==> src/rtl/alu_rs.sv <==
// alu_rs: reservation station in front of a single-cycle ALU.
// Holds up to RS_DEPTH dispatched operations. It wakes waiting operands from
// the common data bus and issues the lowest-index ready entry to the ALU,
// leaving at least one gap cycle between two issues.
module alu_rs #(
    parameter int ROB_IX   = 2,
    parameter int RS_DEPTH = 4
) (
    input  logic              clk_in,
    input  logic              rst_in,
    input  logic              dispatch_valid_in,
    output logic              dispatch_ready_out,
    input  logic [3:0]        aluFunc_in,
    input  logic [ROB_IX:0]   rob_ix_in,
    input  logic              src1_ready_in,
    input  logic              src2_ready_in,
    input  logic [31:0]       src1_val_in,
    input  logic [31:0]       src2_val_in,
    input  logic [ROB_IX:0]   src1_tag_in,
    input  logic [ROB_IX:0]   src2_tag_in,
    input  logic              cdb_valid_in,
    input  logic [ROB_IX:0]   cdb_tag_in,
    input  logic [31:0]       cdb_data_in,
    input  logic              flush_in,
    input  logic              alu_ready_in,
    output logic              alu_valid_out,
    output logic [31:0]       alu_rval1_out,
    output logic [31:0]       alu_rval2_out,
    output logic [3:0]        alu_func_out,
    output logic [ROB_IX:0]   alu_rob_ix_out
);

    localparam int IX_W = (RS_DEPTH > 1) ? $clog2(RS_DEPTH) : 1;

    // Entry storage
    logic [RS_DEPTH-1:0] valid_r;
    logic [RS_DEPTH-1:0] s1_rdy_r;
    logic [RS_DEPTH-1:0] s2_rdy_r;
    logic [3:0]          func_r   [RS_DEPTH];
    logic [ROB_IX:0]     rob_r    [RS_DEPTH];
    logic [ROB_IX:0]     s1_tag_r [RS_DEPTH];
    logic [ROB_IX:0]     s2_tag_r [RS_DEPTH];
    logic [31:0]         s1_val_r [RS_DEPTH];
    logic [31:0]         s2_val_r [RS_DEPTH];

    // Issue port registers; alu_valid_r doubles as the issued-last-cycle flag
    logic                alu_valid_r;
    logic [31:0]         alu_rval1_r;
    logic [31:0]         alu_rval2_r;
    logic [3:0]          alu_func_r;
    logic [ROB_IX:0]     alu_rob_r;

    // Combinational decisions
    logic [RS_DEPTH-1:0] eligible_s;
    logic [RS_DEPTH-1:0] cap1_s;
    logic [RS_DEPTH-1:0] cap2_s;
    logic [IX_W-1:0]     free_idx_s;
    logic [IX_W-1:0]     iss_idx_s;
    logic                free_any_s;
    logic                elig_any_s;
    logic                issue_s;
    logic                dispatch_s;
    logic                disp_s1_rdy_s;
    logic                disp_s2_rdy_s;
    logic [31:0]         disp_s1_val_s;
    logic [31:0]         disp_s2_val_s;

    // Priority search for the lowest free slot and lowest eligible slot; CDB match per entry.
    always_comb begin
        eligible_s = valid_r & s1_rdy_r & s2_rdy_r;
        free_any_s = ~(&valid_r);
        elig_any_s = |eligible_s;
        free_idx_s = {IX_W{1'b0}};
        iss_idx_s  = {IX_W{1'b0}};
        cap1_s     = {RS_DEPTH{1'b0}};
        cap2_s     = {RS_DEPTH{1'b0}};
        for (int i = RS_DEPTH - 1; i >= 0; i--) begin
            free_idx_s = (!valid_r[i])   ? IX_W'(i) : free_idx_s;
            iss_idx_s  = eligible_s[i]   ? IX_W'(i) : iss_idx_s;
            cap1_s[i]  = valid_r[i] & ~s1_rdy_r[i] & cdb_valid_in & (s1_tag_r[i] == cdb_tag_in);
            cap2_s[i]  = valid_r[i] & ~s2_rdy_r[i] & cdb_valid_in & (s2_tag_r[i] == cdb_tag_in);
        end
    end

    // Issue/dispatch qualification and dispatch-time CDB bypass of operands.
    always_comb begin
        issue_s       = elig_any_s & alu_ready_in & ~alu_valid_r & ~flush_in;
        dispatch_s    = dispatch_valid_in & free_any_s & ~flush_in;
        disp_s1_rdy_s = src1_ready_in | (cdb_valid_in & (src1_tag_in == cdb_tag_in));
        disp_s2_rdy_s = src2_ready_in | (cdb_valid_in & (src2_tag_in == cdb_tag_in));
        disp_s1_val_s = src1_ready_in ? src1_val_in : cdb_data_in;
        disp_s2_val_s = src2_ready_in ? src2_val_in : cdb_data_in;
    end

    // Entry state: flush clears all; otherwise dispatch write, issue invalidate, CDB capture.
    always_ff @(posedge clk_in or negedge rst_in) begin
        if (!rst_in) begin
            valid_r  <= {RS_DEPTH{1'b0}};
            s1_rdy_r <= {RS_DEPTH{1'b0}};
            s2_rdy_r <= {RS_DEPTH{1'b0}};
            for (int i = 0; i < RS_DEPTH; i++) begin
                func_r[i]   <= 4'd0;
                rob_r[i]    <= {(ROB_IX+1){1'b0}};
                s1_tag_r[i] <= {(ROB_IX+1){1'b0}};
                s2_tag_r[i] <= {(ROB_IX+1){1'b0}};
                s1_val_r[i] <= 32'd0;
                s2_val_r[i] <= 32'd0;
            end
        end else if (flush_in) begin
            valid_r <= {RS_DEPTH{1'b0}};
        end else begin
            for (int i = 0; i < RS_DEPTH; i++) begin
                // The free slot is never the issuing slot nor a capturing slot.
                if (dispatch_s && (free_idx_s == IX_W'(i))) begin
                    valid_r[i]  <= 1'b1;
                    func_r[i]   <= aluFunc_in;
                    rob_r[i]    <= rob_ix_in;
                    s1_rdy_r[i] <= disp_s1_rdy_s;
                    s2_rdy_r[i] <= disp_s2_rdy_s;
                    s1_tag_r[i] <= src1_tag_in;
                    s2_tag_r[i] <= src2_tag_in;
                    s1_val_r[i] <= disp_s1_val_s;
                    s2_val_r[i] <= disp_s2_val_s;
                end else begin
                    if (issue_s && (iss_idx_s == IX_W'(i))) begin
                        valid_r[i] <= 1'b0;
                    end
                    if (cap1_s[i]) begin
                        s1_rdy_r[i] <= 1'b1;
                        s1_val_r[i] <= cdb_data_in;
                    end
                    if (cap2_s[i]) begin
                        s2_rdy_r[i] <= 1'b1;
                        s2_val_r[i] <= cdb_data_in;
                    end
                end
            end
        end
    end

    // Issue port: one-cycle valid pulse, data held until the next issue.
    always_ff @(posedge clk_in or negedge rst_in) begin
        if (!rst_in) begin
            alu_valid_r <= 1'b0;
            alu_rval1_r <= 32'd0;
            alu_rval2_r <= 32'd0;
            alu_func_r  <= 4'd0;
            alu_rob_r   <= {(ROB_IX+1){1'b0}};
        end else begin
            alu_valid_r <= issue_s;
            if (issue_s) begin
                alu_rval1_r <= s1_val_r[iss_idx_s];
                alu_rval2_r <= s2_val_r[iss_idx_s];
                alu_func_r  <= func_r[iss_idx_s];
                alu_rob_r   <= rob_r[iss_idx_s];
            end
        end
    end

    assign dispatch_ready_out = free_any_s;
    assign alu_valid_out      = alu_valid_r;
    assign alu_rval1_out      = alu_rval1_r;
    assign alu_rval2_out      = alu_rval2_r;
    assign alu_func_out       = alu_func_r;
    assign alu_rob_ix_out     = alu_rob_r;

endmodule

==> config.mk <==
export PLATFORM = sky130hd
export DESIGN_NAME = alu_rs
export DESIGN_NICKNAME = d
export VERILOG_FILES = /design/src/rtl/alu_rs.sv
export SDC_FILE = /design/constraint.sdc
export NUM_CORES = 1
export LEC_CHECK = 0
export CAP_MARGIN = 20
export CORE_UTILIZATION = 60
export DETAILED_ROUTE_END_ITERATION = 10
export DONT_BUFFER_PORTS = 1
export PLACE_DENSITY = 0.74
export REMOVE_ABC_BUFFERS = 1
export SLEW_MARGIN = 20
export SYNTH_ARGS = -nofsm -noshare
export SYNTH_HDL_FRONTEND = slang
export SYNTH_SLANG_ARGS = --single-unit
==> constraint.sdc <==
create_clock -name clk_in -period 2.98 [get_ports clk_in]
set_clock_uncertainty 0.2 [all_clocks]
set_input_delay 0.596 -clock clk_in [delete_from_list [all_inputs] [get_ports clk_in]]
set_output_delay 0.596 -clock clk_in [all_outputs]
set_load 0.02 [all_outputs]
==> PnR_summary.wiki <==
{| class="wikitable"
! Metric !! Value
|-
| Worst slack at placement || 0.488 ns
|-
| Layout net count || 1895
|-
| Required time at the endpoint of the critical path || 3.26 ns
|-
| Max Transition Viols Final || 0
|-
| Clock tree from TritonCTS || yes
|-
| Core region area || 31800 um^2
|-
| Setup TNS after final layout || 0 ns
|-
| Final Critical Period || 2.55 ns
|-
| Largest buffer count on any clock path || 3
|-
| Number of top-level design ports || 193
|-
| Type of element launching the critical path || flop
|-
| Number of distinct library cell variants in the gate-level netlist after synthesis || 55
|-
| Antenna Nets Post-Route || 0
|-
| Share of flip-flops with an asynchronous set or reset after synthesis || 1.00
|-
| Maximum Capacitance Violations || 0
|-
| Fraction of final layout cells with drive strength greater than 1 || 0.275
|-
| Worst hold-check path type || input port to asynchronous set/reset pin
|-
| Worst-Skew Late Latency || 0.55 ns
|-
| Post-synthesis sequential element count || 392
|-
| HPWL after DPL || 33800 um
|-
| Buffer cell driving the clock tree root || sky130_fd_sc_hd__clkbuf_16
|-
| Static power due to leakage || 0.00956 uW
|-
| Number of synthesized flops with an enable pin || 0
|-
| Total via count in the routed design || 15600
|-
| Global-route met3 utilization || 0.0822
|-
| Row count || 65
|-
| Synthesis warning total || 0
|-
| WHS || -0.442 ns
|-
| Final period utilization || 0.856
|-
| Critical path peak fanout || 32
|-
| Fraction of post-synthesis cell area in the top cell type by area || 0.502
|-
| Slew Limit Headroom || 0.248
|-
| Most frequent cell after synthesis || sky130_fd_sc_hd__dfrtp_1
|-
| WL/cell || 26.7 um
|-
| Global-route total usage across every layer || 0.365
|-
| Layout-stage area growth over the synthesis result || 12.0%
|-
| M1 GR Usage || 0.485
|-
| Count of buffers added by post-CTS timing repair for setup || 0
|-
| Startpoint of the most critical register-to-register path || valid_r[2]$_DFFE_PN0P_
|-
| Die footprint || 33300 um^2
|-
| Aggregate global routing overflow || 0
|-
| Final routed wirelength across all metal layers || 59900 um
|-
| Gate count after technology mapping || 1821
|-
| Initial antenna violation count || 1
|-
| Global-route wire length before repair || 93300 um
|-
| CP Data Arrival Time || 2.83 ns
|-
| Class of the most critical setup path || flop to flop
|-
| Post-route standard cell area excluding fillers || 21900 um^2
|-
| Number of search-and-repair iterations in the first detailed-routing pass || 6
|-
| Setup crit start || valid_r[2]$_DFFE_PN0P_
|-
| Number of global-route vias before repair || 15700
|-
| Cell area reported after detailed placement || 20000 um^2
|-
| Met2 Use GR || 0.588
|-
| CTS buffer count || 43
|-
| Critical path endpoint category || flop
|-
| Maximum operating frequency || 392 MHz
|-
| Drt drc || 0
|-
| Final critical-path setup slack || 0.428 ns
|-
| Ratio of routed vias to standard cells || 6.96
|-
| Result of the run || finished, violations left
|-
| Clock slew at reported path FFs || 0.06 ns
|-
| Depth of the CTS H-tree || 2
|-
| Placer Congestion || 0.828
|-
| Sequential fraction of the synthesis area || 0.502
|-
| Final core utilization || 0.688
|-
| Main synth FF type || sky130_fd_sc_hd__dfrtp_1
|-
| VDD IR max || 0.000528 V
|-
| Count of routing violations after the opening detailed-route iteration || 1527
|-
| Area contributors post-synth || sky130_fd_sc_hd__dfrtp_1 50%, sky130_fd_sc_hd__mux2_2 8.8%, sky130_fd_sc_hd__o221a_2 5.3%
|-
| Final count of negative-setup-slack endpoints || 0
|-
| GR peak layer || met2
|-
| Avg Synthesized Cell Area || 10.7 um^2
|-
| Die Height || 182 um
|-
| Power density relative to cell area || 720 nW/um^2
|-
| Cell taking the most area after synthesis || sky130_fd_sc_hd__dfrtp_1
|-
| Starting density of the core || 0.614
|-
| Syn Std Cell Area || 19500 um^2
|-
| Transition time of the tightest slew-check pin || 1.13 ns
|-
| Setup repair after global routing missed its margin || false
|-
| Violated checks || hold timing
|-
| Count of input and output buffers || 0
|-
| Die Span X || 182 um
|-
| Top cells by instance count after synthesis || 392 x sky130_fd_sc_hd__dfrtp_1, 157 x sky130_fd_sc_hd__nand2_1, 152 x sky130_fd_sc_hd__mux2_2
|-
| Clk sinks || 392
|-
| Final count of hold timing violations || 392
|-
| Pin count of the biggest net entering global routing || 393
|}
## metrics by stage
| step | power, uW | std cells |
|---|---|---|
| after floorplan | 9620 | 1625 |
| after global placement | 10200 | 2118 |
| after detailed placement | 10400 | 2118 |
| after CTS | 15700 | 2241 |
| after global routing | 16400 | 2243 |
| final | 15700 | 2245 |
## path summary, 6_finish.rpt
kind,endpoint,slack [ns],cells past startpoint
worst max-delay path,s2_val_r[15]$_DFFE_PN0P_,0.43,4
worst min-delay path,s2_val_r[104]$_DFFE_PN0P_,-0.44,0
worst max register to register,s2_val_r[15]$_DFFE_PN0P_,0.43,4
worst min register to register,func_r[9]$_DFFE_PN0P_,0.27,2
max in group asynchronous,alu_rval1_out[24]$_DFFE_PN0P_,2.29,0
min in group clk_in,s1_val_r[101]$_DFFE_PN0P_,0.01,1
## layout make-up
| cell class | instances | area, um^2 |
|---|---|---|
| Antenna cell | 2 | 5.00 |
| Clock buffer | 66 | 1310 |
| Clock inverter | 12 | 114 |
| Fill cell | 2389 | 9930 |
| Inverter | 6 | 22.5 |
| Multi-Input combinational cell | 1227 | 8990 |
| Sequential cell | 392 | 9810 |
| Tap cell | 435 | 544 |
| Timing Repair Buffer | 105 | 1070 |
## layer usage
layer,wire [um],share of wire,vias to the layer above
li1,-,-,6647
met1,23400,0.39,7888
met2,28400,0.47,940
met3,6290,0.10,145
met4,1820,0.030,0
met5,0,0,-
## kinds of logic after synthesis
family / count (synthesis) / synth area share
flops: 392 / 0.502
xor+xnor: 30 / 0.0135
simple gates: 544 / 0.145
buf+inv: 202 / 0.0462
compound gates: 499 / 0.204
mux: 154 / 0.0888
## report_power, final
| group | internal, uW | switching [uW] | leakage (uW) | total [uW] |
|---|---|---|---|---|
| clock network | 3190 | 2160 | 0.000707 | 5350 |
| logic | 1260 | 918 | 0.00400 | 2170 |
| registers | 6630 | 1590 | 0.00485 | 8220 |
| total | 11100 | 4670 | 0.00956 | 15700 |
## state kept, by name, summed over array words and instances, names as in the netlist
register and count:
s2_tag_r 12, rob_r 12, alu_rval2_out 32, s1_rdy_r 4, s1_tag_r 12, s1_val_r 128
alu_valid_out 1, s2_val_r 128, alu_rval1_out 32, func_r 16, valid_r 4, alu_rob_ix_out 3
alu_func_out 4, s2_rdy_r 4
## what timing repair did
| item | CTS | global route |
|---|---|---|
| endpoints found under the setup margin | 0 | 0 |
| hold endpoints to repair | 523 | 393 |
| hold buffers | 45 | 1 |
| resized for setup | 0 | 0 |
## layout by cell type, fill, tap and decap left out, types with 18 or more instances in the layout
master                          netlist  routed
sky130_fd_sc_hd__o21ai_0             70      70
sky130_fd_sc_hd__or2_2               96      96
sky130_fd_sc_hd__nand3_1             75      72
sky130_fd_sc_hd__dlygate4sd3_1        0      46
sky130_fd_sc_hd__a221o_1             96      96
sky130_fd_sc_hd__xnor2_1             18      18
sky130_fd_sc_hd__mux2_2             152     152
sky130_fd_sc_hd__a21oi_1             62      58
sky130_fd_sc_hd__nor2_1              78      78
sky130_fd_sc_hd__dfrtp_1            392     392
sky130_fd_sc_hd__a31oi_1             71      71
sky130_fd_sc_hd__o221a_2             92      92
sky130_fd_sc_hd__buf_4               12      46
sky130_fd_sc_hd__a21o_1              73      73
sky130_fd_sc_hd__clkbuf_16            0      45
sky130_fd_sc_hd__nand2_1            157     157
sky130_fd_sc_hd__and3_1             101      98
## worst max-delay path: stages, from the launching register on
cell and delay [ns]:
sky130_fd_sc_hd__dfrtp_1 0.63, sky130_fd_sc_hd__and3_1 0.26, sky130_fd_sc_hd__nand2_1 0.16, sky130_fd_sc_hd__o2bb2ai_4 0.91, sky130_fd_sc_hd__a221o_1 0.29
No activity file was read; power rests on OpenSTA's default activity.
